--- config.mk ---
export PLATFORM = sky130hd
export DESIGN_NAME = uart_rx_fsm
export DESIGN_NICKNAME = d
export VERILOG_FILES = /design/src/rtl/uart_rx_fsm.sv
export SDC_FILE = /design/constraint.sdc
export NUM_CORES = 1
export LEC_CHECK = 0
export ABC_CLOCK_PERIOD_IN_PS = 6200
export BUFFER_PORTS_ARGS = -buffer_cell sky130_fd_sc_hd__buf_2
export CAP_MARGIN = 10
export CORE_UTILIZATION = 40
export CTS_CLUSTER_SIZE = 10
export DETAILED_ROUTE_END_ITERATION = 10
export HOLD_SLACK_MARGIN = 0.02
export PLACE_DENSITY = 0.64
export SLEW_MARGIN = 5
export SYNTH_ARGS = -nofsm -noshare
export SYNTH_HDL_FRONTEND = slang
export SYNTH_SLANG_ARGS = --single-unit
--- constraint.sdc ---
create_clock -name clk -period 6.2 [get_ports clk]
set_clock_uncertainty 0.15 [all_clocks]
set_input_delay 1.24 -clock clk [delete_from_list [all_inputs] [get_ports clk]]
set_output_delay 1.24 -clock clk [all_outputs]
set_load 0.05 [all_outputs]
--- src/rtl/uart_rx_fsm.sv ---
// uart_rx_fsm: 8N1 UART receiver with 16x oversampling.
// The asynchronous rx line is synchronised before the FSM uses it.
// A free-running tick divider produces the sample ticks.
// Each good byte is delivered with a single-clock rx_valid strobe.
// A bad stop bit produces a single-clock frame_err strobe instead.
//
// state | meaning
// ------+-------------------------------------------------------------
// IDLE  | line idle; wait for a 1->0 edge on the synchronised line
// START | count to mid start bit; confirm it is still low (else glitch)
// DATA  | sample 8 data bits at mid bit, LSB first
// STOP  | sample the stop bit at mid bit; strobe byte or framing error
module uart_rx_fsm #(
    parameter int CLK_FREQ   = 100_000_000,
    parameter int BAUD_RATE  = 9600,
    parameter int OVERSAMPLE = 16
) (
    input  logic       clk,
    input  logic       reset,
    input  logic       rx,
    output logic [7:0] rx_data,
    output logic       rx_valid,
    output logic       rx_busy,
    output logic       frame_err
);

    localparam int TICK_DIV = CLK_FREQ / (BAUD_RATE * OVERSAMPLE);
    localparam int TW       = (TICK_DIV > 1) ? $clog2(TICK_DIV) : 1;
    localparam int SW       = $clog2(OVERSAMPLE);

    localparam logic [TW-1:0] TICK_LAST = TW'(TICK_DIV - 1);
    localparam logic [SW-1:0] S_MID     = SW'(OVERSAMPLE / 2 - 1);
    localparam logic [SW-1:0] S_LAST    = SW'(OVERSAMPLE - 1);

    typedef enum logic [1:0] {
        IDLE  = 2'd0,
        START = 2'd1,
        DATA  = 2'd2,
        STOP  = 2'd3
    } state_t;

    state_t          state, state_nxt;
    logic            rx_meta, rx_s, rx_prev;
    logic [TW-1:0]   tick_cnt;
    logic            tick;
    logic [SW-1:0]   s_cnt, s_nxt;
    logic [2:0]      b_cnt, b_nxt;
    logic [7:0]      shift_reg, shift_nxt;
    logic [7:0]      data_nxt;
    logic            valid_nxt, err_nxt;

    // Two-flop synchroniser plus a delayed copy for edge detection; all idle high.
    always_ff @(posedge clk or negedge reset) begin
        if (!reset) begin
            rx_meta <= 1'b1;
            rx_s    <= 1'b1;
            rx_prev <= 1'b1;
        end else begin
            rx_meta <= rx;
            rx_s    <= rx_meta;
            rx_prev <= rx_s;
        end
    end

    // Free-running tick divider; counts down and reloads at zero, never restarted by the FSM.
    always_ff @(posedge clk or negedge reset) begin
        if (!reset) begin
            tick_cnt <= '0;
        end else if (tick_cnt == '0) begin
            tick_cnt <= TICK_LAST;
        end else begin
            tick_cnt <= tick_cnt - 1'b1;
        end
    end

    assign tick = (tick_cnt == '0);

    // State, counters, shift register and registered strobes.
    always_ff @(posedge clk or negedge reset) begin
        if (!reset) begin
            state     <= IDLE;
            s_cnt     <= '0;
            b_cnt     <= '0;
            shift_reg <= '0;
            rx_data   <= '0;
            rx_valid  <= 1'b0;
            frame_err <= 1'b0;
        end else begin
            state     <= state_nxt;
            s_cnt     <= s_nxt;
            b_cnt     <= b_nxt;
            shift_reg <= shift_nxt;
            rx_data   <= data_nxt;
            rx_valid  <= valid_nxt;
            frame_err <= err_nxt;
        end
    end

    // Next-state and datapath decisions; START/DATA/STOP move only on a sample tick.
    always_comb begin
        state_nxt = state;
        s_nxt     = s_cnt;
        b_nxt     = b_cnt;
        shift_nxt = shift_reg;
        data_nxt  = rx_data;
        valid_nxt = 1'b0;
        err_nxt   = 1'b0;

        unique case (state)
            IDLE: begin
                // Only a true 1->0 transition starts a frame, so a held-low break is ignored.
                if (rx_prev && !rx_s) begin
                    state_nxt = START;
                    s_nxt     = '0;
                end
            end

            START: begin
                if (tick) begin
                    if (s_cnt == S_MID) begin
                        s_nxt = '0;
                        if (!rx_s) begin
                            state_nxt = DATA;
                            b_nxt     = '0;
                        end else begin
                            state_nxt = IDLE;
                        end
                    end else begin
                        s_nxt = s_cnt + 1'b1;
                    end
                end
            end

            DATA: begin
                if (tick) begin
                    if (s_cnt == S_LAST) begin
                        s_nxt     = '0;
                        shift_nxt = {rx_s, shift_reg[7:1]};
                        if (b_cnt == 3'd7) begin
                            state_nxt = STOP;
                        end else begin
                            b_nxt = b_cnt + 1'b1;
                        end
                    end else begin
                        s_nxt = s_cnt + 1'b1;
                    end
                end
            end

            STOP: begin
                if (tick) begin
                    if (s_cnt == S_LAST) begin
                        // Returning to IDLE at mid stop bit leaves half a bit to catch the next start edge.
                        s_nxt     = '0;
                        state_nxt = IDLE;
                        if (rx_s) begin
                            data_nxt  = shift_reg;
                            valid_nxt = 1'b1;
                        end else begin
                            err_nxt = 1'b1;
                        end
                    end else begin
                        s_nxt = s_cnt + 1'b1;
                    end
                end
            end

            default: begin
                state_nxt = IDLE;
            end
        endcase
    end

    assign rx_busy = (state != IDLE);

endmodule
==> qor.yml, run 1 <==
worst_ep_required_time_ns: 6.24
end_kind: "register"
ctsRootBufferMaster: "clkbuf_8"
row_count: 24
cp_num_buf_inv: 1
diodes: 0
cp_slowest_stage_delay_ns: 0.62
finalSetupViolCount: 0
syn_nets: 161
fin_util_pct: 46.7
cts_tree: "done"
io_pins: 14
gp_congestion: 0.823
drtIter0Drc: 48
route.detailed.drc: 0
drv_slew: 0
dr_total_vias: 1195
drive_gt1_share_pct: 27.2
max_slew_margin_pct: 40.0
finalHoldViolations: 0
fp.dieH_um: 70.1
antenna_found_initial: 0
portBuffers: 13
place_hpwl_um: 2280
synth_cells: 154
hold_class: "reg2reg"
htree_levels: 2
grt_setup_unrepaired: "false"
initial_core_util_pct: 42.1
vias_per_cell: 5.41
postCtsSetupBuffers: 0
pwr_density_cell_nw_per_um2: 242
fill_cells: 416
wl_per_cell_um: 15.0
seq_area_frac_synth_pct: 54.1
timing.final.crit_share_pct: 48.0
syn_area_per_cell_um2: 12.1
drv_cap: 0
max-vdd-ir-drop_v: 0.000152
dr.pass1.iters: 4
ys.flop_type: "dfrtp_1"
run_status: "completed"
dieArea_um2: 4920
crit_type: "reg2reg"
slowest_stage: "or4_4"
fin_setup_tns_ns: 0
clk_path_buf_depth: 2
synth_warnings: 0
ant_nets: 0
fmax_ghz: 0.336
grt_pass1_vias: 1247
die_x_um: 70.1
grt_start_max_net_pins: 41
cts_resized: 0
grt.total_usage_pct: 15.4
routed_wl_um: 3310
holdBufCountCts: 0
largest_reg_flops: 10
grt_pass1_wl_um: 5690
cts_buffers: 5
cp-start-kind: "register"
worstPathMaxFanout: 9
area_growth_syn_to_layout_pct: 11.0
leakagePower_uw: 0.00100
ys_ff_latch: 40
fin_nets: 175
coreArea_um2: 4410
synth-edff-count: 0
cp_cell_sequence: "inv_1, ha_1, or4b_1, or4_4, nor3_4, mux2_2"
ys_types: 42
clk_pin_slew_ns: 0.08
cp.arrival_ns: 3.01
clock_sinks: 40
worstMarginPinSlew_ns: 0.893
crit_family: "simple AND/OR/NAND/NOR gates"
syn_area_um2: 1860
clk_latency_ns: 0.30
period_needed_ns: 2.98
synthArstFlopShare_pct: 100
grt.overflow.total: 0
[cell type report]
| class | count | area, um2 | area share, % |
|---|---|---|---|
| clock buffer | 5 | 68.8 | 3.34 |
| clock inverter | 3 | 42.5 | 2.06 |
| inverter | 7 | 26.3 | 1.28 |
| multi-input combinational | 100 | 783 | 38.0 |
| sequential | 40 | 1000 | 48.8 |
| tap | 52 | 65.1 | 3.16 |
| timing repair buffer | 14 | 70.1 | 3.40 |
[Yosys cell counts, drive strengths merged (3+ instances only)]
library cell  number  area, um2
dfrtp             37        926
mux2              17        221
nor2              11       41.3
inv                7       26.3
nand2              7       26.3
o21ai              7       35.0
a21oi              6       30.0
clkbuf             4       15.0
ha                 4       50.1
nor3               4       31.3
xnor2              4       35.0
a22o               3       26.3
a31oi              3       18.8
and2               3       18.8
buf                3       27.5
dfstp              3       78.8
nor4               3       25.0
or3                3       23.8
[cells by family (layout without fill, tap and decap cells)]
logic type,count (synthesis),after routing,share of synthesized area (%)
compound gates,29,29,10.6
simple gates,46,46,15.1
mux,17,17,11.9
fa+ha+maj,4,4,2.70
buf+inv,14,29,3.71
xor+xnor,4,4,1.89
flops,40,40,54.1
[path summary, 6_finish.rpt]
| path | from | end | slack [ns] | depth (start not counted) |
|---|---|---|---|---|
| setup reg to reg | tick_cnt[0]$_DFF_PN0_ | rx_data[3]$_DFFE_PN0P_ | 3.22 | 6 |
| setup / recovery | tick_cnt[0]$_DFF_PN0_ | rx_data[3]$_DFFE_PN0P_ | 3.22 | 6 |
| hold / removal | rx_meta$_DFF_PN1_ | rx_s$_DFF_PN1_ | 0.21 | 0 |
| hold reg to reg | rx_meta$_DFF_PN1_ | rx_s$_DFF_PN1_ | 0.21 | 0 |
| max in group asynchronous | reset | s_cnt[3]$_DFFE_PN0P_ | 4.44 | 1 |
| min in group asynchronous | reset | tick_cnt[5]$_DFF_PN0_ | 0.90 | 1 |
[layout by cell type, fill, tap and decap left out, drive strengths merged, types with 2 or more instances in the layout]
master / n
dfrtp: 37
mux2: 17
buf: 14
nor2: 11
inv: 7
nand2: 7
o21ai: 7
a21oi: 6
clkbuf: 5
xnor2: 4
ha: 4
nor3: 4
a31oi: 3
and2: 3
a22o: 3
dfstp: 3
or3: 3
nor4: 3
o31ai: 2
nand3: 2
nand2b: 2
nor4b: 2
a211o: 2
and3: 2
or4: 2
[through the flow]
stage / power (uW) / hold slack, ns / cell area [um2] / cells / setup WS [ns]
5_1_grt: 516 / 0.216 / 2060 / 221 / 3.06
4_1_cts: 505 / 0.209 / 2060 / 220 / 3.08
3_3_place_gp: 293 / 0.196 / 1940 / 212 / 3.23
3_5_place_dp: 293 / 0.197 / 1940 / 212 / 3.09
6_report: 499 / 0.208 / 2060 / 221 / 3.22
2_1_floorplan: 284 / 0.195 / 1860 / 154 / 3.30
[per-layer routing]
layer | share of wire (%) | up-vias | global-route usage [%]
li1 | - | 584 | -
met1 | 45 | 579 | 19.4
met2 | 48 | 26 | 24.5
met3 | 5.4 | 6 | 3.46
met4 | 1.7 | 0 | 8.67
met5 | 0 | - | 0
[power breakdown]
group	internal [uW]	switching, uW
combinational	5.83	14.6
clock	119	92.7
sequential	264	3.58
Power figures use the tool's default switching activity.
==> run 2, diff against run 1 <==
--- a/config.mk
+++ b/config.mk
@@ -5,14 +5,14 @@
 export SDC_FILE = /design/constraint.sdc
 export NUM_CORES = 1
 export LEC_CHECK = 0
-export ABC_CLOCK_PERIOD_IN_PS = 6200
+export ABC_CLOCK_PERIOD_IN_PS = 2700
 export BUFFER_PORTS_ARGS = -buffer_cell sky130_fd_sc_hd__buf_2
 export CAP_MARGIN = 10
 export CORE_UTILIZATION = 40
 export CTS_CLUSTER_SIZE = 10
 export DETAILED_ROUTE_END_ITERATION = 10
 export HOLD_SLACK_MARGIN = 0.02
-export PLACE_DENSITY = 0.64
+export PLACE_DENSITY = 0.66
 export SLEW_MARGIN = 5
 export SYNTH_ARGS = -nofsm -noshare
 export SYNTH_HDL_FRONTEND = slang
==> constraint.sdc (replaced) <==
create_clock -name clk -period 2.7 [get_ports clk]
set_clock_uncertainty 0.15 [all_clocks]
set_input_delay 0.54 -clock clk [delete_from_list [all_inputs] [get_ports clk]]
set_output_delay 0.54 -clock clk [all_outputs]
set_load 0.05 [all_outputs]
==> run 2 against run 1 <==
Net effect:
- flip-flop and latch count stayed put
- power is 130% higher
- die area stayed put
- critical path type unchanged
- highest routed layer unchanged
==> qor.yml, run 2 (same netlist as run 1, synthesis figures left out) <==
run_status: "completed"
power_frac_comb_pct: 4.2
r2r_start: "tick_cnt[1]$_DFF_PN0_"
grt_pass1_wl_um: 6180
mostFrequentLayoutCells: "dfrtp_1, buf_2, nor2_1, mux2_4, buf_4"
fin_util_pct: 48.7
clk_pin_slew_ns: 0.07
portBuffers: 13
dr.pass1.iters: 4
swShare_pct: 21.4
p_switching_uw: 243
grt_setup_unrepaired: "false"
ant_nets: 0
finalHoldViolations: 0
finalSetupViolCount: 0
cts_buffers: 5
pwr_density_cell_nw_per_um2: 528
antenna_found_initial: 0
layout_commonest_cell: "dfrtp_1"
holdBufCountCts: 0
fp.dieH_um: 70.1
wl_per_cell_um: 14.9
route.detailed.drc: 0
dr_total_vias: 1266
p_seq_share_pct: 54.0
clock_sinks: 40
cp_cell_sequence: "inv_1, ha_2, or4b_4, or4_4, or3_4, mux2_4"
grt.total_usage_pct: 16.0
clk_path_buf_depth: 2
drtIter0Drc: 64
drv_cap: 0
worstMarginPinSlew_ns: 0.880
coreArea_um2: 4410
grt_start_max_net_pins: 41
area_growth_syn_to_layout_pct: 15.8
worst_ep_required_time_ns: 2.72
slowest_stage: "or4_4"
largest_reg_flops: 10
grt_pass1_vias: 1308
crit_start: "tick_cnt[1]$_DFF_PN0_"
max-vdd-ir-drop_v: 0.000304
design_area_um2: 2150
cts_tree: "done"
cp_num_buf_inv: 1
initial_core_util_pct: 42.1
end_kind: "register"
cts_resized: 0
dieArea_um2: 4920
fill_cells: 399
drive_gt1_share_pct: 31.1
timing.final.crit_share_pct: 96.6
clk_latency_ns: 0.29
clockPowerShare_pct: 41.8
leakagePower_uw: 0.00105
diodes: 0
ctsRootBufferMaster: "clkbuf_8"
htree_levels: 2
grt.overflow.total: 0
io_pins: 14
drv_slew: 0
hold_class: "in2reg"
fin_setup_tns_ns: 0
p_int_uw: 893
crit_family: "simple AND/OR/NAND/NOR gates"
place_hpwl_um: 2430
die_x_um: 70.1
worstPathMaxFanout: 8
cp_slowest_stage_delay_ns: 0.47
crit_type: "reg2reg"
fin_nets: 183
period_needed_ns: 2.61
cp-start-kind: "register"
row_count: 24
vias_per_cell: 5.53
min-delay-start: "rx"
max_slew_margin_pct: 41.3
fmax_ghz: 0.383
cp.arrival_ns: 2.63
routed_wl_um: 3420
hold_ws_ns: 0.199
gp_congestion: 0.899
placed_cell_area_um2: 2030
-- run 2: worst paths after layout --
| check | to | slack, ns | cells past startpoint |
|---|---|---|---|
| max reg2reg | shift_reg[0]$_DFFE_PN0P_ | 0.09 | 6 |
| max in group asynchronous | tick_cnt[3]$_DFF_PN0_ | 1.62 | 1 |
| min | rx_meta$_DFF_PN1_ | 0.20 | 1 |
| min in group asynchronous | rx_data[0]$_DFFE_PN0P_ | 0.22 | 1 |
| min reg2reg | rx_s$_DFF_PN1_ | 0.21 | 0 |
| max | shift_reg[0]$_DFFE_PN0P_ | 0.09 | 6 |
-- run 2: what timing repair did --
action,in CTS,in global routing
endpoints found under the setup margin,2,8
pin swaps,2,1
buffers inserted,1,1
-- run 2: per-stage QoR --
step                      worst slack, ns  power (uW)  cells
after CTS                         0.00946        1150    228
after detailed placement          0.00767         673    219
final                              0.0918        1140    229
after global routing               0.0208        1180    229
after global placement             0.0674         672    219
after floorplan                    -0.151         653    154
-- run 2: cell type report --
type	instances	area, um2	area share (%)
clock buffer	6	72.6	3.38
timing repair buffer	22	145	6.75
multi-input combinational	100	801	37.3
tap	52	65.1	3.03
sequential	40	1000	46.7
clock inverter	2	35.0	1.63
inverter	7	26.3	1.22
-- run 2: metal layers --
layer / vias up / track usage, % / wire, um
met5: - / 0 / 0
met4: 0 / 6.67 / 43
met3: 7 / 4.33 / 96
met2: 20 / 24.4 / 1660
met1: 639 / 21.5 / 1620
li1: 600 / - / -
-- run 2: power by group through the flow --
| stage | Sequential [uW] | Combinational (uW) | Clock [uW] |
|---|---|---|---|
| 4_1_cts | 613 | 48.8 | 489 |
| 3_3_place_gp | 625 | 46.8 | 0 |
| 5_1_grt | 615 | 53.7 | 515 |
| 6_report | 614 | 47.9 | 474 |
| 3_5_place_dp | 625 | 48.6 | 0 |
| 2_1_floorplan | 619 | 33.4 | 0 |
